File: src/rtl/sterownik_jasnosci_pkg.sv
// Shared types and constants for the LED brightness controller.
package sterownik_jasnosci_pkg;

    typedef enum logic [1:0] {
        BEZCZYNNY = 2'd0,
        CZEKAJ    = 2'd1,
        POWTARZAJ = 2'd2
    } stan_powt_t;

    localparam logic [1:0] POZIOM_MIN = 2'd0;
    localparam logic [1:0] POZIOM_MAX = 2'd3;

    function automatic int wiekszy(input int a, input int b);
        return (a > b) ? a : b;
    endfunction

endpackage

File: src/rtl/sterownik_jasnosci_przycisk_filtr.sv
// One push-button channel: two-flop synchroniser, debounce and auto-repeat,
// producing a registered one-cycle event pulse.
//
// state     | meaning
// BEZCZYNNY | button released, waiting for a debounced press
// CZEKAJ    | first event sent, counting down the initial repeat delay
// POWTARZAJ | button still held, emitting an event every repeat period
module przycisk_filtr
    import sterownik_jasnosci_pkg::*;
#(
    parameter int CZAS_DREBOW     = 100000,
    parameter int OPOZNIENIE_POWT = 5000000,
    parameter int OKRES_POWT      = 2000000
) (
    input  logic i_clk,
    input  logic i_rst_n,
    input  logic i_przycisk,
    output logic o_zdarzenie
);

    localparam int DREB_W = $clog2(CZAS_DREBOW + 1);
    localparam int POWT_W = $clog2(wiekszy(OPOZNIENIE_POWT, OKRES_POWT) + 1);
    localparam logic [DREB_W-1:0] DREB_KONIEC = DREB_W'(CZAS_DREBOW - 1);
    localparam logic [POWT_W-1:0] OPOZ_LAD    = POWT_W'(OPOZNIENIE_POWT - 1);
    localparam logic [POWT_W-1:0] OKRES_LAD   = POWT_W'(OKRES_POWT - 1);

    logic              r_sync1;
    logic              r_sync2;
    logic              r_stabilny;
    logic [DREB_W-1:0] r_licz_drgan;

    stan_powt_t        r_stan;
    logic [POWT_W-1:0] r_licz_powt;
    logic              r_zdarzenie;

    stan_powt_t        w_stan_nast;
    logic [POWT_W-1:0] w_licz_nast;
    logic              w_zdarzenie_nast;

    always_ff @(posedge i_clk or negedge i_rst_n) begin
        if (!i_rst_n) begin
            r_sync1      <= 1'b0;
            r_sync2      <= 1'b0;
            r_stabilny   <= 1'b0;
            r_licz_drgan <= '0;
        end else begin
            r_sync1 <= i_przycisk;
            r_sync2 <= r_sync1;
            if (r_sync2 == r_stabilny) begin
                r_licz_drgan <= '0;
            end else if (r_licz_drgan == DREB_KONIEC) begin
                r_stabilny   <= ~r_stabilny;
                r_licz_drgan <= '0;
            end else begin
                r_licz_drgan <= r_licz_drgan + 1'b1;
            end
        end
    end

    always_ff @(posedge i_clk or negedge i_rst_n) begin
        if (!i_rst_n) begin
            r_stan      <= BEZCZYNNY;
            r_licz_powt <= '0;
            r_zdarzenie <= 1'b0;
        end else begin
            r_stan      <= w_stan_nast;
            r_licz_powt <= w_licz_nast;
            r_zdarzenie <= w_zdarzenie_nast;
        end
    end

    // Stable can only be high while idle right after a debounced rising edge,
    // since the busy states return to idle only once it has dropped.
    always_comb begin
        w_stan_nast      = r_stan;
        w_licz_nast      = r_licz_powt;
        w_zdarzenie_nast = 1'b0;
        case (r_stan)
            BEZCZYNNY: begin
                if (r_stabilny) begin
                    w_zdarzenie_nast = 1'b1;
                    w_licz_nast      = OPOZ_LAD;
                    w_stan_nast      = CZEKAJ;
                end
            end
            CZEKAJ: begin
                if (!r_stabilny) begin
                    w_stan_nast = BEZCZYNNY;
                    w_licz_nast = '0;
                end else if (r_licz_powt == '0) begin
                    w_zdarzenie_nast = 1'b1;
                    w_licz_nast      = OKRES_LAD;
                    w_stan_nast      = POWTARZAJ;
                end else begin
                    w_licz_nast = r_licz_powt - 1'b1;
                end
            end
            POWTARZAJ: begin
                if (!r_stabilny) begin
                    w_stan_nast = BEZCZYNNY;
                    w_licz_nast = '0;
                end else if (r_licz_powt == '0) begin
                    w_zdarzenie_nast = 1'b1;
                    w_licz_nast      = OKRES_LAD;
                end else begin
                    w_licz_nast = r_licz_powt - 1'b1;
                end
            end
            default: begin
                w_stan_nast = BEZCZYNNY;
                w_licz_nast = '0;
            end
        endcase
    end

    assign o_zdarzenie = r_zdarzenie;

endmodule

File: src/rtl/sterownik_jasnosci.sv
// LED brightness controller: up/down button channels stepping a saturating
// 2-bit level that selects the PWM duty.
module sterownik_jasnosci
    import sterownik_jasnosci_pkg::*;
#(
    parameter int         CZAS_DREBOW     = 100000,
    parameter int         OPOZNIENIE_POWT = 5000000,
    parameter int         OKRES_POWT      = 2000000,
    parameter logic [1:0] POZIOM_START    = 2'b00
) (
    input  logic       in_clk,
    input  logic       in_rst_n,
    input  logic       in_przycisk_gora,
    input  logic       in_przycisk_dol,
    output logic [1:0] out_poziom,
    output logic       out_przycisk1,
    output logic       out_przycisk2,
    output logic       out_zmiana
);

    logic       w_zdarz_gora;
    logic       w_zdarz_dol;
    logic [1:0] r_poziom;
    logic       r_zmiana;

    przycisk_filtr #(
        .CZAS_DREBOW     (CZAS_DREBOW),
        .OPOZNIENIE_POWT (OPOZNIENIE_POWT),
        .OKRES_POWT      (OKRES_POWT)
    ) u_gora (
        .i_clk       (in_clk),
        .i_rst_n     (in_rst_n),
        .i_przycisk  (in_przycisk_gora),
        .o_zdarzenie (w_zdarz_gora)
    );

    przycisk_filtr #(
        .CZAS_DREBOW     (CZAS_DREBOW),
        .OPOZNIENIE_POWT (OPOZNIENIE_POWT),
        .OKRES_POWT      (OKRES_POWT)
    ) u_dol (
        .i_clk       (in_clk),
        .i_rst_n     (in_rst_n),
        .i_przycisk  (in_przycisk_dol),
        .o_zdarzenie (w_zdarz_dol)
    );

    // Simultaneous up and down events cancel each other.
    always_ff @(posedge in_clk or negedge in_rst_n) begin
        if (!in_rst_n) begin
            r_poziom <= POZIOM_START;
            r_zmiana <= 1'b0;
        end else begin
            r_zmiana <= 1'b0;
            if (w_zdarz_gora && !w_zdarz_dol && (r_poziom != POZIOM_MAX)) begin
                r_poziom <= r_poziom + 2'd1;
                r_zmiana <= 1'b1;
            end else if (w_zdarz_dol && !w_zdarz_gora && (r_poziom != POZIOM_MIN)) begin
                r_poziom <= r_poziom - 2'd1;
                r_zmiana <= 1'b1;
            end
        end
    end

    assign out_poziom    = r_poziom;
    assign out_przycisk1 = r_poziom[1];
    assign out_przycisk2 = r_poziom[0];
    assign out_zmiana    = r_zmiana;

endmodule

File: config.mk
export PLATFORM = sky130hd
export DESIGN_NAME = sterownik_jasnosci
export DESIGN_NICKNAME = d
export VERILOG_FILES = /design/src/rtl/sterownik_jasnosci_pkg.sv /design/src/rtl/sterownik_jasnosci_przycisk_filtr.sv /design/src/rtl/sterownik_jasnosci.sv
export SDC_FILE = /design/constraint.sdc
export NUM_CORES = 1
export LEC_CHECK = 0
export BUFFER_PORTS_ARGS = -buffer_cell sky130_fd_sc_hd__buf_2
export CORE_UTILIZATION = 45
export DETAILED_ROUTE_END_ITERATION = 8
export GPL_TIMING_DRIVEN = 0
export PLACE_DENSITY = 0.61
export SLEW_MARGIN = 40
export SYNTH_ARGS = -nofsm -noshare
export SYNTH_HDL_FRONTEND = slang
export SYNTH_HIERARCHICAL = 1
export SYNTH_SLANG_ARGS = --single-unit
File: constraint.sdc
create_clock -name in_clk -period 2.6 [get_ports in_clk]
set_input_delay 0.13 -clock in_clk [delete_from_list [all_inputs] [get_ports in_clk]]
set_output_delay 0.13 -clock in_clk [all_outputs]
set_load 0.03 [all_outputs]
==> reports/qor.csv, run 1 <==
metric,value,unit
status,finished clean,
grtUsageTotal,20.5,%
path_class,register to register,
cts_buffer_depth,2,
rr_endpoint,u_dol/r_licz_powt[18],
maxCapViolations,0,
crit_chain,clkbuf_1 -> or4_4 -> nor4_4 -> nand2_1 -> o21ai_0 -> a211o_1,
critPathTopFamily,simple AND/OR/NAND/NOR gates,
synth-seq-cells,95,
max_freq,0.437,GHz
slew_headroom,53.7,%
worst_slack,0.312,ns
wl,11300,µm
io_buffers,8,
yosys.area.top_type,dfrtp_1,
root_buffer,clkbuf_16,
rsz0062_at_grt,no,
synth_cell_types,52,
critPathCaptureType,register,
yosysWarnings,6,
initial_core_util,46.0,%
core-area,11400,µm²
syn-cell-area,5260,µm²
hold_viol,0,
p_per_area,510,nW/µm²
path_clk_slew,0.07,ns
design_area,5880,µm²
start_kind,register,
grt_max_degree,64,
syn_inst,567,
regToRegSetupSlack,0.31,ns
wl_per_cell,15.3,µm
final_antenna_net_count,0,
grt_first_pass_wirelength,18900,µm
fin_skew,0.00942,ns
htree_levels,3,
peakVddDrop,357,µV
crit_arrival,2.57,ns
cts_buffers,9,
reg2regPathDepth,6,
final_layout_size_suffix_gt1_share,9.92,%
grt_pass1_vias,3825,
worst_slew_pin_slew,0.692,ns
cts_tree,built,
via_per_inst,5.72,
place_ws,0.189,ns
die_w,110,µm
cp_max_fo,9,
r2r-start,u_dol/r_licz_powt[13],
syn-num-nets,585,
remaining_drc_errors,0,
fin_tns_setup,0,ns
setup_viol,0,
post-route-period-util,88.0,%
diodes,0,
crit_slowest_cell,or4_4,
post-route-util,51.5,%
clk_latency,0.35,ns
dpl-instance-area,5510,µm²
cp.required,2.89,ns
fp.dieH,110,µm
dp.final_hpwl,7650,µm
yosysSeqAreaShare,45.2,%
syn_to_final_growth,11.8,%
antenna_found_initial,0,
place.gp.congestion,0.789,
syn_area_per_cell,9.27,µm²
io_pins,9,
fin_nets,608,
critical_path.max_stage_delay,0.48,ns
leakage,2.77,nW
drt_iter0_drc,209,
synth.top_cell.area_share,45.2,%
grt_overflow,0,
dr.pass1.iters,5,
synth_area_leaders,"dfrtp_1 45%, nor2_1 4.5%, o21ai_0 4.1%",
finalMaxSlewViolations,0,
vias,4225,
cts_sinks,95,
min_period,2.29,ns
postCtsSetupRepairBufs,0,
row_count,39,
cp_num_buf_inv,1,
dieArea,12100,µm²
hp-class,primary input to async pin,
## per-stage QoR
step                      power, mW  hold WS, ns  instances
after CTS                      3.05        0.226        738
after detailed placement       1.59      0.00971        719
after floorplan                1.55       -0.166        567
final                          3.00        0.223        738
after global routing           3.12        0.257        738
after global placement         1.58        0.238        718
## cells in the final DEF, fill, tap and decap left out, types with 8 or more instances in the layout
master,instances
a21o_1,14
a21oi_1,23
a31oi_1,12
buf_2,11
clkbuf_1,17
clkbuf_16,9
dfrtp_1,95
ha_1,14
inv_1,20
nand2_1,46
nand3_1,16
nand4_1,10
nor2_1,63
nor3_1,28
nor4_1,14
o21ai_0,43
or3_1,8
xnor2_1,12
xor2_1,24
## logic make-up (layout without fill, tap and decap cells)
kind of cell               Yosys count  after routing  synth area share [%]
and+or+nand+nor                    240            240                  24.7
AOI/OAI and AO/OA                  134            134                  16.3
DFF                                 95             95                  45.2
buffers and inverters               46             74                  3.95
xor gates and xnor gates            36             36                  6.00
adders and majority gates           14             14                  3.33
muxes                                2              2                 0.429
## worst max path at each step
stage,depth (start not counted),to,from,slack [ns]
after floorplan,7,u_dol/r_licz_powt[9],u_dol/r_licz_powt[10],0.53
after global placement,7,u_gora/r_licz_powt[14],u_gora/r_licz_powt[0],0.25
after detailed placement,7,u_gora/r_licz_powt[18],u_gora/r_licz_powt[0],0.19
after CTS,7,u_gora/r_licz_powt[14],u_gora/r_licz_powt[0],0.20
after global routing,6,u_dol/r_licz_powt[18],u_dol/r_licz_powt[14],0.07
final,6,u_dol/r_licz_powt[18],u_dol/r_licz_powt[13],0.31
## state kept, by name, summed over array words and instances (netlist names), 2 cells and up
register and count:
out_poziom 2, u_dol/r_licz_drgan 17, u_dol/r_licz_powt 23, u_dol/r_stan 2
u_gora/r_licz_drgan 17, u_gora/r_licz_powt 23, u_gora/r_stan 2
## cells in the mapped netlist (all sizes together)
cell / number
nor3b: 2
o2111ai: 2
or3: 8
nand4: 10
inv: 20
mux2: 2
xor2: 24
dfrtp: 95
and4: 4
or2: 4
and3: 4
a21oi: 24
o22ai: 2
nor2b: 7
a211o: 6
a31oi: 12
or2b: 2
nand3b: 2
nor3: 31
nand2: 46
nor4b: 4
o41ai: 4
a21o: 14
buf: 10
nand3: 16
o31ai: 4
or4: 6
nor2: 63
and2: 2
or3b: 2
and3b: 3
nand2b: 6
o21ai: 46
nand4bb: 2
clkbuf: 16
a221oi: 2
a22o: 6
ha: 14
xnor2: 12
nor4: 16
o2bb2ai: 6
o211ai: 6
## worst register-to-register path, cell delays in order (launching register included)
cell and delay (ns):
dfrtp_1 0.36, clkbuf_1 0.20, or4_4 0.48, nor4_4 0.42
nand2_1 0.22, o21ai_0 0.38, a211o_1 0.16
## routing by layer
| layer | global-route usage (%) | vias to the layer above | part of all wire, % |
|---|---|---|---|
| met5 | 0 | - | 0 |
| met4 | 6.86 | 0 | 1.2 |
| met3 | 4.64 | 10 | 4.5 |
| met2 | 29.8 | 81 | 45 |
| met1 | 29.8 | 2047 | 49 |
| li1 | - | 2087 | - |
## area by class of cell
class                      instances  area, µm²
clock inverter                     6       93.8
inverter                          20       75.1
sequential                        95       2380
buffer                            26        133
clock buffer                      10        229
tap                              143        179
timing repair buffer              12        108
multi-input combinational        426       2680
fill                            1055       5540
## power by group
group,internal (mW),switching [mW]
Clock,0.850,0.584
Sequential,1.49,0.00831
Combinational,0.0201,0.0464
## what timing repair did
action	4_1_cts	5_1_grt
gates resized for setup	0	2
setup endpoints to repair	0	2
hold endpoints to repair	97	0
hold buffers	3	0
Power figures use the tool's default switching activity.
==> run 2, diff against run 1 <==
--- a/config.mk
+++ b/config.mk
@@ -6,10 +6,12 @@
 export NUM_CORES = 1
 export LEC_CHECK = 0
 export BUFFER_PORTS_ARGS = -buffer_cell sky130_fd_sc_hd__buf_2
+export CELL_PAD_IN_SITES_DETAIL_PLACEMENT = 0
+export CELL_PAD_IN_SITES_GLOBAL_PLACEMENT = 1
 export CORE_UTILIZATION = 45
 export DETAILED_ROUTE_END_ITERATION = 8
 export GPL_TIMING_DRIVEN = 0
-export PLACE_DENSITY = 0.61
+export PLACE_DENSITY = 0.75
 export SLEW_MARGIN = 40
 export SYNTH_ARGS = -nofsm -noshare
 export SYNTH_HDL_FRONTEND = slang
==> reports/qor.csv, run 2 (synthesis results as in run 1) <==
metric,value,unit,change
cts_buffers,9,,unchanged
grt_pass1_vias,3978,,+4.0%
core-area,11400,µm²,unchanged
crit_chain,inv_1 -> ha_1 -> nand2_1 -> or2_2 -> clkbuf_1 -> a21oi_1 -> a31oi_1 -> a31oi_1,,
critPathCaptureType,register,,
cts_buffer_depth,2,,unchanged
grt_max_degree,53,,-17%
start_kind,register,,
top_regs,"u_dol/r_licz_powt: 23 flops, u_gora/r_licz_powt: 23 flops",,
postCtsSetupRepairBufs,0,,unchanged
clk_latency,0.35,ns,about the same
final_layout_size_suffix_gt1_share,9.92,%,unchanged
peakVddDrop,339,µV,-4.8%
cp_max_fo,9,,unchanged
final_cell_mix,"95 x dfrtp_1, 63 x nor2_1, 46 x nand2_1",,
diodes,0,,unchanged
mostFrequentLayoutCell,dfrtp_1,,
antenna_found_initial,0,,unchanged
fp.dieH,110,µm,unchanged
path_clk_slew,0.07,ns,about the same
place.gp.congestion,0.754,,-4.4%
grt_overflow,0,,unchanged
hp-class,primary input to async pin,,
critPathTopFamily,compound AO/OA/AOI/OAI gates,,
leakage,2.77,nW,-0.17%
grtUsageTotal,21.1,%,+0.60 points
syn_to_final_growth,11.7,%,
fill_cells,1062,,+0.66%
finalMaxSlewViolations,0,,unchanged
final_antenna_net_count,0,,unchanged
dieArea,12100,µm²,unchanged
crit_top_cell,a31oi_1,,
status,finished clean,,
drt_iter0_drc,286,,+37%
root_buffer,clkbuf_16,,
initial_core_util,46.0,%,unchanged
post-route-period-util,89.4,%,+1.4 points
hold_viol,0,,unchanged
setup_viol,0,,unchanged
maxCapViolations,0,,unchanged
cp.required,2.87,ns,-0.02 ns
worst_slack,0.276,ns,-0.0360 ns
fin_tns_setup,0,ns,unchanged
crit_arrival,2.59,ns,+0.02 ns
worst_slew_pin_slew,0.747,ns,+0.0553 ns
multi_input_comb_area,2680,µm²,unchanged
wl_per_cell,15.5,µm,+1.7%
grt_first_pass_wirelength,19500,µm,+2.8%
die_w,110,µm,unchanged
reg2regPathDepth,8,,+2
io_buffers,8,,unchanged
rsz0062_at_grt,no,,
fin_skew,0.00784,ns,-0.00158 ns
path_depth,8,,+2
dp.final_hpwl,7790,µm,+1.9%
cts_sinks,95,,unchanged
slew_headroom,50.0,%,-3.7 points
wl,11500,µm,+1.7%
fin_nets,608,,unchanged
path_class,register to register,,
crit_slowest_cell,a21oi_1,,
p_per_area,505,nW/µm²,-0.88%
row_count,39,,unchanged
io_pins,9,,unchanged
htree_levels,3,,unchanged
cp_num_buf_inv,2,,+1
critical_path.max_stage_delay,0.51,ns,+0.03 ns
remaining_drc_errors,0,,unchanged
cts_tree,built,,
max_freq,0.430,GHz,-1.5%
via_per_inst,5.73,,about the same
register_area,2380,µm²,unchanged
place_ws,0.158,ns,-0.0302 ns
vias,4229,,+0.095%
dr.pass1.iters,5,,unchanged
min_period,2.32,ns,+0.0360 ns
## run 2: final timing paths
path                                          endpoint  slack [ns]            start
worst max-delay path             u_dol/r_licz_powt[12]        0.28  u_dol/r_stan[1]
worst min-delay path            u_gora/r_licz_powt[11]        0.26         in_rst_n
min in group in_clk                     u_gora/r_sync2        0.35   u_gora/r_sync1
worst min register to register          u_gora/r_sync2        0.35   u_gora/r_sync1
worst max register to register   u_dol/r_licz_powt[12]        0.28  u_dol/r_stan[1]
max in group asynchronous       u_dol/r_licz_drgan[12]        1.78         in_rst_n
## run 2: cell type report
cell class                      instances  area share [%]
Multi-Input combinational cell        426            45.7
Sequential cell                        95            40.5
Clock buffer                           10            3.90
Tap cell                              143            3.05
Buffer                                 26            2.26
Timing Repair Buffer                   12            1.83
Clock inverter                          6            1.45
Inverter                               20            1.28
## run 2: layer usage
metal | GRT usage [%] | up-vias | wire length [µm]
met4 | 8.67 | 0 | 183
met1 | 29.8 | 2049 | 5850
met3 | 3.17 | 13 | 367
met5 | 0 | - | 0
li1 | - | 2093 | -
met2 | 32.3 | 74 | 5070
## run 2: stage by stage
stage / hold slack (ns) / util (%) / total power [mW] / instance area [µm²] / std cells
2_1_floorplan: -0.166 / - / 1.55 / 5260 / 567
3_3_place_gp: 0.239 / 47.9 / 1.58 / 5470 / 718
3_5_place_dp: 0.0425 / 48.3 / 1.59 / 5510 / 719
4_1_cts: 0.261 / 51.3 / 3.01 / 5860 / 738
5_1_grt: 0.294 / 51.4 / 3.09 / 5870 / 738
6_report: 0.258 / 51.4 / 2.97 / 5870 / 738
## run 2: what timing repair did
item | 4_1_cts | 5_1_grt
hold endpoints to repair | 45 | 0
endpoints found under the setup margin | 0 | 4
resized for setup | 0 | 2
hold buffers | 3 | 0
## run 2: power breakdown
part / switching, mW / internal, mW
registers: 0.00836 / 1.49
clock network: 0.563 / 0.839
logic: 0.0466 / 0.0201
==> run 3, diff against run 2 <==
--- a/config.mk
+++ b/config.mk
@@ -5,12 +5,12 @@
 export SDC_FILE = /design/constraint.sdc
 export NUM_CORES = 1
 export LEC_CHECK = 0
+export ABC_CLOCK_PERIOD_IN_PS = 2600
 export BUFFER_PORTS_ARGS = -buffer_cell sky130_fd_sc_hd__buf_2
 export CELL_PAD_IN_SITES_DETAIL_PLACEMENT = 0
 export CELL_PAD_IN_SITES_GLOBAL_PLACEMENT = 1
 export CORE_UTILIZATION = 45
 export DETAILED_ROUTE_END_ITERATION = 8
-export GPL_TIMING_DRIVEN = 0
 export PLACE_DENSITY = 0.75
 export SLEW_MARGIN = 40
 export SYNTH_ARGS = -nofsm -noshare
==> reports/qor.csv, run 3 (synthesis results as in run 1) <==
metric,value,unit,change
status,finished clean,,
grt_pass1_vias,4051,,+1.8%
design_area,5770,µm²,-1.7%
max_freq,0.427,GHz,-0.79%
reg2regPathDepth,5,,-3
path_clk_slew,0.08,ns,about the same
htree_levels,3,,unchanged
vias,4189,,-0.95%
fin_cells,721,,-2.3%
place_ws,0.293,ns,+0.135 ns
r2r-start,u_gora/r_licz_powt[11],,
worst_slew_pin_slew,0.642,ns,-0.106 ns
postCtsSetupRepairBufs,0,,unchanged
via_per_inst,5.81,,+1.4%
drt_iter0_drc,211,,-26%
dpl-instance-area,5430,µm²,-1.5%
dieArea,12100,µm²,unchanged
worst_slack,0.258,ns,-0.0186 ns
setup_viol,0,,unchanged
grt_overflow,0,,unchanged
wl_per_cell,16.0,µm,+3.0%
place.gp.congestion,0.842,,+12%
cts_hold_buf,3,,unchanged
finalMaxSlewViolations,0,,unchanged
remaining_drc_errors,0,,unchanged
io_pins,9,,unchanged
crit_arrival,2.59,ns,about the same
wl,11500,µm,+0.63%
fp.dieH,110,µm,unchanged
io_buffers,8,,unchanged
crit_start,u_gora/r_licz_powt[11],,
die_w,110,µm,unchanged
maxCapViolations,0,,unchanged
post-route-period-util,90.1,%,+0.71 points
final_antenna_net_count,0,,unchanged
core-area,11400,µm²,unchanged
cts_sinks,95,,unchanged
peakVddDrop,384,µV,+13%
min_period,2.34,ns,+0.0186 ns
grtUsageTotal,21.1,%,about the same
cts_resized,0,,unchanged
dr.pass1.iters,4,,-1
cts_buffers,9,,unchanged
grt_max_degree,40,,-25%
final_layout_size_suffix_gt1_share,9.86,%,-0.054 points
diodes,0,,unchanged
p_per_area,507,nW/µm²,+0.29%
cts_buffer_depth,2,,unchanged
grt_first_pass_wirelength,19500,µm,+0.32%
row_count,39,,unchanged
hold_viol,0,,unchanged
hp-class,primary input to async pin,,
fin_nets,591,,-2.8%
start_kind,register,,
root_buffer,clkbuf_16,,
critPathCaptureType,register,,
rsz0062_at_grt,no,,
syn_to_final_growth,9.81,%,
path_class,register to register,,
final_cell_mix,"95 x dfrtp_1, 63 x nor2_1, 46 x nand2_1",,
antenna_found_initial,0,,unchanged
slew_headroom,56.8,%,+6.8 points
regToRegSetupSlack,0.26,ns,-0.02 ns
fill_cells,1119,,+5.4%
fin_tns_setup,0,ns,unchanged
power,2.93,mW,-1.4%
cp.required,2.85,ns,-0.02 ns
dpl.cell_count,702,,-2.4%
cts_tree,built,,
initial_core_util,46.0,%,unchanged
cp-endpoint,u_gora/r_licz_powt[9],,
clk_latency,0.36,ns,about the same
leakage,2.73,nW,-1.3%
rr_endpoint,u_gora/r_licz_powt[9],,
top_regs,"u_dol/r_licz_powt: 23 flops, u_gora/r_licz_powt: 23 flops",,
fin_skew,0.0108,ns,+0.00296 ns
dp.final_hpwl,7710,µm,-1.0%
cp_max_fo,10,,+1
mostFrequentLayoutCell,dfrtp_1,,
[run 3: layer usage]
layer	part of all wire, %	track usage [%]	up-vias
met4	1.8	8.86	0
met3	3.3	3.70	12
met2	45	32.1	71
li1	-	-	2053
met5	0	0	-
met1	50	29.5	2053
[run 3: report_power, final]
group          internal [mW]  switching, mW  leakage (nW)
registers               1.49        0.00802          1.31
logic                 0.0174         0.0466          1.27
clock network          0.693          0.673         0.152
[run 3: worst max-delay path, stage by stage (launching register included)]
cell and delay, ns:
dfrtp_1 0.44, or4_4 0.58, nor4_4 0.41, a21o_1 0.40, nor3_1 0.11, a211o_1 0.29
[run 3: worst min-delay path by stage]
stage / startpoint / to / slack, ns / cells past startpoint
finish: in_rst_n / u_gora/r_licz_powt[3] / 0.29 / 2
CTS: in_rst_n / u_gora/r_licz_powt[3] / 0.31 / 2
detailed placement: in_rst_n / u_gora/r_licz_powt[3] / 0.15 / 1
global placement: in_rst_n / u_gora/r_licz_powt[3] / 0.15 / 1
floorplan: in_rst_n / out_poziom[0] / -0.17 / 0
global route: in_rst_n / u_gora/o_zdarzenie / 0.36 / 2
[run 3: cell type report]
class / instances / area [µm²] / area share, %
flip-flops and latches: 95 / 2380 / 41.2
inverters: 20 / 75.1 / 1.30
multi-input cells: 426 / 2670 / 46.3
repair buffers: 21 / 160 / 2.78
well taps: 143 / 179 / 3.10
clock inverters: 7 / 83.8 / 1.45
clock buffers: 9 / 225 / 3.90
[run 3: through the flow]
step                      utilization, %  hold slack [ns]
after global placement              47.6            0.148
after CTS                           50.5            0.312
final                               50.5            0.288
after detailed placement            47.6            0.149
after global routing                50.5            0.360
after floorplan                        -           -0.166
